<file path="src/rtl/door_pkg.sv">
// Shared state codes, default timing values and direction type for the door motion sequencer.
package door_pkg;

  localparam int unsigned STATE_W = 3;

  localparam logic [STATE_W-1:0] INIT      = 3'd0;
  localparam logic [STATE_W-1:0] CLOSED    = 3'd1;
  localparam logic [STATE_W-1:0] OPENING   = 3'd2;
  localparam logic [STATE_W-1:0] OPEN_HOLD = 3'd3;
  localparam logic [STATE_W-1:0] CLOSING   = 3'd4;
  localparam logic [STATE_W-1:0] DEADTIME  = 3'd5;
  localparam logic [STATE_W-1:0] STOPPED   = 3'd6;
  localparam logic [STATE_W-1:0] FAULT     = 3'd7;

  typedef enum logic [STATE_W-1:0] {
    ST_INIT      = INIT,
    ST_CLOSED    = CLOSED,
    ST_OPENING   = OPENING,
    ST_OPEN_HOLD = OPEN_HOLD,
    ST_CLOSING   = CLOSING,
    ST_DEADTIME  = DEADTIME,
    ST_STOPPED   = STOPPED,
    ST_FAULT     = FAULT
  } door_state_t;

  localparam int unsigned DEF_CNT_W           = 16;
  localparam int unsigned DEF_DEBOUNCE_CYCLES = 4;
  localparam int unsigned DEF_HOLD_CYCLES     = 1000;
  localparam int unsigned DEF_MOVE_TIMEOUT    = 4000;
  localparam int unsigned DEF_DEADTIME_CYCLES = 8;

  typedef enum logic {
    DIR_OPEN  = 1'b0,
    DIR_CLOSE = 1'b1
  } dir_t;

endpackage

</file>
<file path="src/rtl/door_input_debounce.sv">
// Per-bit 2-FF synchroniser followed by a consecutive-cycle debounce counter.
module door_input_debounce
  import door_pkg::*;
#(
  parameter int unsigned W               = 4,
  parameter int unsigned DEBOUNCE_CYCLES = DEF_DEBOUNCE_CYCLES
) (
  input  logic         clk,
  input  logic         rst_n,
  input  logic [W-1:0] raw,
  output logic [W-1:0] db
);

  localparam int unsigned DB_CNT_W = $clog2(DEBOUNCE_CYCLES + 1);
  localparam logic [DB_CNT_W-1:0] DB_LAST = DB_CNT_W'(DEBOUNCE_CYCLES - 1);

  logic [W-1:0]        sync1;
  logic [W-1:0]        sync2;
  logic [DB_CNT_W-1:0] cnt [W];

  always_ff @(posedge clk or negedge rst_n) begin
    if (!rst_n) begin
      sync1 <= '0;
      sync2 <= '0;
      db    <= '0;
      for (int i = 0; i < int'(W); i++) cnt[i] <= '0;
    end else begin
      sync1 <= raw;
      sync2 <= sync1;
      // A bit flips only after its synchronised value disagrees for DEBOUNCE_CYCLES cycles in a row.
      for (int i = 0; i < int'(W); i++) begin
        if (sync2[i] == db[i]) begin
          cnt[i] <= '0;
        end else if (cnt[i] == DB_LAST) begin
          db[i]  <= sync2[i];
          cnt[i] <= '0;
        end else begin
          cnt[i] <= cnt[i] + DB_CNT_W'(1);
        end
      end
    end
  end

endmodule

</file>
<file path="src/rtl/door_motion_sequencer.sv">
// Door motor sequencer: conditioned inputs drive an open/hold/close FSM with timeouts and fault latch.
// Optional DOOR_REVERSE_EN: presence during CLOSING reverses through DEADTIME into OPENING.
module door_motion_sequencer
  import door_pkg::*;
#(
  parameter int unsigned CNT_W           = DEF_CNT_W,
  parameter int unsigned DEBOUNCE_CYCLES = DEF_DEBOUNCE_CYCLES,
  parameter int unsigned HOLD_CYCLES     = DEF_HOLD_CYCLES,
  parameter int unsigned MOVE_TIMEOUT    = DEF_MOVE_TIMEOUT,
  parameter int unsigned DEADTIME_CYCLES = DEF_DEADTIME_CYCLES
) (
  input  logic               clk,
  input  logic               rst_n,
  input  logic               sen,
  input  logic               se,
  input  logic               la,
  input  logic               lc,
  input  logic               fault_clr,
  output logic               motor_open,
  output logic               motor_close,
  output logic [STATE_W-1:0] state,
  output logic               fault
);

  localparam int unsigned IN_W = 4;
  localparam logic [CNT_W-1:0] TMR_MAX   = '1;
  localparam logic [CNT_W-1:0] INIT_LAST = CNT_W'(DEBOUNCE_CYCLES + 2);
  localparam logic [CNT_W-1:0] MOVE_LAST = CNT_W'(MOVE_TIMEOUT - 1);
  localparam logic [CNT_W-1:0] DEAD_LAST = CNT_W'(DEADTIME_CYCLES - 1);
  localparam logic [CNT_W-1:0] HOLD_LOAD = CNT_W'(HOLD_CYCLES);

  logic [IN_W-1:0] in_db;
  logic            sen_db, se_db, la_db, lc_db;
  logic [1:0]      clr_sync;
  logic            clr_s;

  door_state_t      state_q, state_d;
  logic [CNT_W-1:0] timer_q, timer_d, timer_up;
  dir_t             dir_q, dir_d;

  door_input_debounce #(
    .W               (IN_W),
    .DEBOUNCE_CYCLES (DEBOUNCE_CYCLES)
  ) u_debounce (
    .clk   (clk),
    .rst_n (rst_n),
    .raw   ({sen, se, la, lc}),
    .db    (in_db)
  );

  assign {sen_db, se_db, la_db, lc_db} = in_db;
  assign clr_s = clr_sync[1];
  assign state = state_q;

  always_ff @(posedge clk or negedge rst_n) begin
    if (!rst_n) begin
      state_q     <= ST_INIT;
      timer_q     <= '0;
      dir_q       <= DIR_OPEN;
      clr_sync    <= '0;
      motor_open  <= 1'b0;
      motor_close <= 1'b0;
      fault       <= 1'b0;
    end else begin
      state_q     <= state_d;
      timer_q     <= timer_d;
      dir_q       <= dir_d;
      clr_sync    <= {clr_sync[0], fault_clr};
      motor_open  <= (state_d == ST_OPENING);
      motor_close <= (state_d == ST_CLOSING);
      fault       <= (state_d == ST_FAULT);
    end
  end

  always_comb begin
    state_d  = state_q;
    dir_d    = dir_q;
    timer_up = (timer_q == TMR_MAX) ? timer_q : timer_q + CNT_W'(1);
    timer_d  = timer_up;

    if (state_q != ST_INIT && la_db && lc_db) begin
      state_d = ST_FAULT;
    end else begin
      unique case (state_q)
        ST_INIT: begin
          if (timer_q == INIT_LAST) begin
            if (lc_db)      state_d = ST_CLOSED;
            else if (la_db) state_d = ST_OPEN_HOLD;
            else            state_d = ST_CLOSING;
          end
        end
        ST_CLOSED: begin
          // Motion is never started while the emergency stop is held.
          if (!se_db) begin
            if (sen_db)      state_d = ST_OPENING;
            else if (!lc_db) state_d = ST_CLOSING;
          end
        end
        ST_OPENING: begin
          if (se_db)                       state_d = ST_STOPPED;
          else if (la_db)                  state_d = ST_OPEN_HOLD;
          else if (timer_q == MOVE_LAST)   state_d = ST_FAULT;
        end
        ST_OPEN_HOLD: begin
          if (sen_db || se_db)             timer_d = HOLD_LOAD;
          else if (timer_q <= CNT_W'(1))   state_d = ST_CLOSING;
          else                             timer_d = timer_q - CNT_W'(1);
        end
        ST_CLOSING: begin
          if (se_db) begin
            state_d = ST_STOPPED;
          end else if (lc_db) begin
            state_d = ST_CLOSED;
          end
`ifdef DOOR_REVERSE_EN
          else if (sen_db) begin
            state_d = ST_DEADTIME;
            dir_d   = DIR_OPEN;
          end
`endif
          else if (timer_q == MOVE_LAST) begin
            state_d = ST_FAULT;
          end
        end
        ST_DEADTIME: begin
          if (se_db)                     state_d = ST_STOPPED;
          else if (timer_q == DEAD_LAST) state_d = (dir_q == DIR_OPEN) ? ST_OPENING : ST_CLOSING;
        end
        ST_STOPPED: begin
          if (!se_db) begin
            if (lc_db) begin
              state_d = ST_CLOSED;
            end else begin
              state_d = ST_DEADTIME;
              dir_d   = DIR_OPEN;
            end
          end
        end
        ST_FAULT: begin
          if (clr_s && !la_db && !lc_db && !se_db) state_d = ST_INIT;
        end
        default: state_d = ST_FAULT;
      endcase
    end

    // Every state entry restarts the shared timer.
    if (state_d != state_q) timer_d = (state_d == ST_OPEN_HOLD) ? HOLD_LOAD : '0;
  end

endmodule

</file>
<file path="config.mk">
export PLATFORM = sky130hd
export DESIGN_NAME = door_motion_sequencer
export DESIGN_NICKNAME = d
export VERILOG_FILES = /design/src/rtl/door_pkg.sv /design/src/rtl/door_input_debounce.sv /design/src/rtl/door_motion_sequencer.sv
export SDC_FILE = /design/constraint.sdc
export NUM_CORES = 1
export LEC_CHECK = 0
export CORE_MARGIN = 2
export CORE_UTILIZATION = 55
export CTS_CLUSTER_SIZE = 20
export DETAILED_ROUTE_END_ITERATION = 10
export PLACE_DENSITY = 0.87
export RECOVER_POWER = 50
export SLEW_MARGIN = 10
export SYNTH_ARGS = -nofsm -noshare
export SYNTH_HDL_FRONTEND = slang
export SYNTH_SLANG_ARGS = --single-unit
</file>
<file path="constraint.sdc">
create_clock -name clk -period 2.5 [get_ports clk]
set_clock_uncertainty 0.2 [all_clocks]
set_input_delay 0.625 -clock clk [delete_from_list [all_inputs] [get_ports clk]]
set_output_delay 0.625 -clock clk [all_outputs]
set_load 0.02 [all_outputs]
</file>
==> flow_metrics.env <==
export IMPL_setup_worst_path_class="register to register"
export IMPL_drt_iter0_drc=521
export IMPL_yosys_cell_count_top_type="dfrtp_1"
export IMPL_start_util_pct=56.02
export IMPL_synth_seq_area_share_pct=39.43
export IMPL_hold_depth=0
export IMPL_cp_end_kind="register"
export IMPL_finalSetupViolCount=21
export IMPL_clk_latency_ns=0.32
export IMPL_syn_area_per_cell_sq_um=9.611
export IMPL_hold_class="register to register"
export IMPL_rr_worst_depth=8
export IMPL_routed_via_density=7.346
export IMPL_num_rows=27
export IMPL_cp_required_ns=2.50
export IMPL_ys_top_cells_by_area="dfrtp_1 (39%), nor4_2 (4.5%), ha_1 (3.3%), nand2_1 (3.2%), a21oi_1 (3.0%)"
export IMPL_ys_warn_count=0
export IMPL_drt_met1_wl_um=4353
export IMPL_status="complete, but fails checks"
export IMPL_hold_buffers=0
export IMPL_worstPathMaxFanout=8
export IMPL_die_w_um=78.43
export IMPL_drv_cap=0
export IMPL_routed_wl_met3_um=1423
export IMPL_yosys_top_cells_count="dfrtp_1 (48), nand2_1 (26), a21oi_1 (18), nor3_1 (15), nor2_1 (13)"
export IMPL_rsz0062_at_grt="true"
export IMPL_arrival_ns=2.98
export IMPL_postRouteAntennaNets=0
export IMPL_cts_max_path_buffers=2
export IMPL_cts_inserted_buffers=5
export IMPL_wl_per_cell_um=25.61
export IMPL_first_pass_iters=7
export IMPL_dp_cells=457
export IMPL_cts_tree="done"
export IMPL_yosys_register_bits=48
export IMPL_synthFlopType="dfrtp_1"
export IMPL_routed_wl_um=12290
export IMPL_final_hold_viol_count=0
export IMPL_synth_nets=332
export IMPL_drive_above_1_share_pct=41.42
export IMPL_hpwl_um=6292
export IMPL_grt_max_degree=26
export IMPL_synth_async_sr_flop_share_pct=100.0
export IMPL_cts_clk_slew_worst_paths_ns=0.11
export IMPL_gp_congestion=0.9479
export IMPL_synth_top_area_share_pct=39.43
export IMPL_grt_overflow=0
export IMPL_grt_pass1_wl_um=18590
export IMPL_fin_ws_ns=-0.4789
export IMPL_vias=3526
export IMPL_period_minus_slack_ns=2.979
export IMPL_core_area_sq_um=5439
export IMPL_slew_viol_final=0
export IMPL_first_global_vias=3310
export IMPL_stdcell_count=480
export IMPL_max_freq_mhz=335.7
export IMPL_portBuffers=12
export IMPL_dieArea_sq_um=6150
export IMPL_synth_cell_types=63
export IMPL_fin_nets=422
export IMPL_stdcell_area_sq_um=4419
export IMPL_finalCritPeriodShare_pct=119.2
export IMPL_worst_slew_pin_slew_ns=1.384
export IMPL_place_area_sq_um=3800
export IMPL_antenna_found_initial=0
export IMPL_synth_edff_count=0
export IMPL_grtUsageTotal_pct=40.24
export IMPL_cts_root_buf="clkbuf_8"
export IMPL_area_growth_pct=45.05
export IMPL_die_y_um=78.43
export IMPL_yosys_area_top_type="dfrtp_1"
export IMPL_io_pins=13
export IMPL_slew_headroom_pct=7.703
export IMPL_cp_start_kind="register"
export IMPL_route_top_layer_used="met4"
export IMPL_h_tree_depth=2
export IMPL_r2r_setup_slack_ns=-0.48
export IMPL_diodes=0
export IMPL_netlist_instances=317
export IMPL_post_route_drc_count=0
export IMPL_syn_area_sq_um=3047
export IMPL_clkSinkCount=48
export IMPL_wl_met2_um=5389
export IMPL_violations="setup timing"
[timing repair]
action                                  in CTS  in global routing
buffers inserted                            11                  4
pin swaps                                   12                  3
endpoints found under the setup margin      20                 20
endpoints found under the hold margin        0                  0
gates cloned                                 1                  0
resized for setup                           52                 19
[flip-flops by register name (all words and copies together) (netlist names)]
name and cells:
motor_open 1, state 3, u_debounce.db 4, u_debounce.cnt 12, u_debounce.sync2 4, clr_sync 2, timer_q 16, u_debounce.sync1 4
fault 1, motor_close 1
[layer usage]
| metal | vias to the layer above | global-route usage [%] |
|---|---|---|
| met5 | - | 0 |
| met4 | 0 | 21.58 |
| met3 | 137 | 8.851 |
| met2 | 349 | 63.28 |
| met1 | 1649 | 52.04 |
| li1 | 1391 | - |
[final timing paths]
check / startpoint / endpoint
max in group asynchronous: rst_n / u_debounce.sync2[2]
min: clr_sync[0] / clr_sync[1]
max reg2reg: timer_q[7] / timer_q[5]
min reg2reg: clr_sync[0] / clr_sync[1]
max: timer_q[7] / timer_q[5]
min in group asynchronous: rst_n / timer_q[10]
[critical path, stage by stage (launching register included)]
cell	delay, ns
dfrtp_1	0.45
nor4_4	0.42
buf_4	0.21
and3_4	0.24
buf_6	0.16
a211oi_4	0.12
a221oi_1	0.44
a21oi_1	0.14
o41ai_2	0.47
[cells in the final DEF, fill, tap and decap left out, types with 3 or more instances in the layout]
| cell | instances |
|---|---|
| nor3_1 | 13 |
| buf_6 | 10 |
| o41ai_2 | 6 |
| buf_4 | 79 |
| dlygate4sd3_1 | 5 |
| nor4_4 | 6 |
| ha_1 | 6 |
| nor4_1 | 7 |
| a221oi_1 | 3 |
| nor2b_1 | 9 |
| nand3_1 | 9 |
| nand2_1 | 24 |
| o31ai_1 | 3 |
| clkbuf_8 | 5 |
| inv_1 | 6 |
| mux2_2 | 3 |
| a21oi_2 | 3 |
| xnor2_1 | 6 |
| buf_12 | 3 |
| and4_1 | 4 |
| dfrtp_1 | 47 |
| nand4_1 | 8 |
| o21ai_0 | 11 |
| nor2_1 | 12 |
| nor4_2 | 11 |
| nor3b_1 | 7 |
| and3_1 | 3 |
| a21oi_1 | 13 |
| clkdlybuf4s50_1 | 6 |
[metrics by stage]
stage                     hold slack (ns)  utilization (%)  setup slack [ns]  TNS [ns]
final                              0.1458            81.25           -0.4789    -5.852
after detailed placement           0.1411            69.86           -0.2916    -3.407
after global routing               0.1521            81.25           -0.4746    -5.870
after floorplan                    0.1294                -           -0.1983    -2.399
after global placement             0.1339            69.86           -0.1272    -1.294
after CTS                          0.1069            79.37           -0.1036    -1.146
[final cells by class]
cell class,count,area (sq um)
clock buffers,5,68.82
clock inverters,3,68.82
fillers,259,1020
inverters,8,35.03
multi-input cells,238,2042
flip-flops and latches,48,1202
well taps,72,90.09
repair buffers,106,912.1
[cells by family after synthesis]
kind of cell,after synthesis,synth area share (%)
AOI/OAI and AO/OA,73,16.55
buffers and inverters,31,4.805
DFF,48,39.42
adders and majority gates,8,3.286
and+or+nand+nor,141,30.14
muxes,5,1.766
xor gates and xnor gates,11,4.025
Power is not shown: default switching activity piles up to over one toggle a cycle in this logic, so the estimate is an artifact.
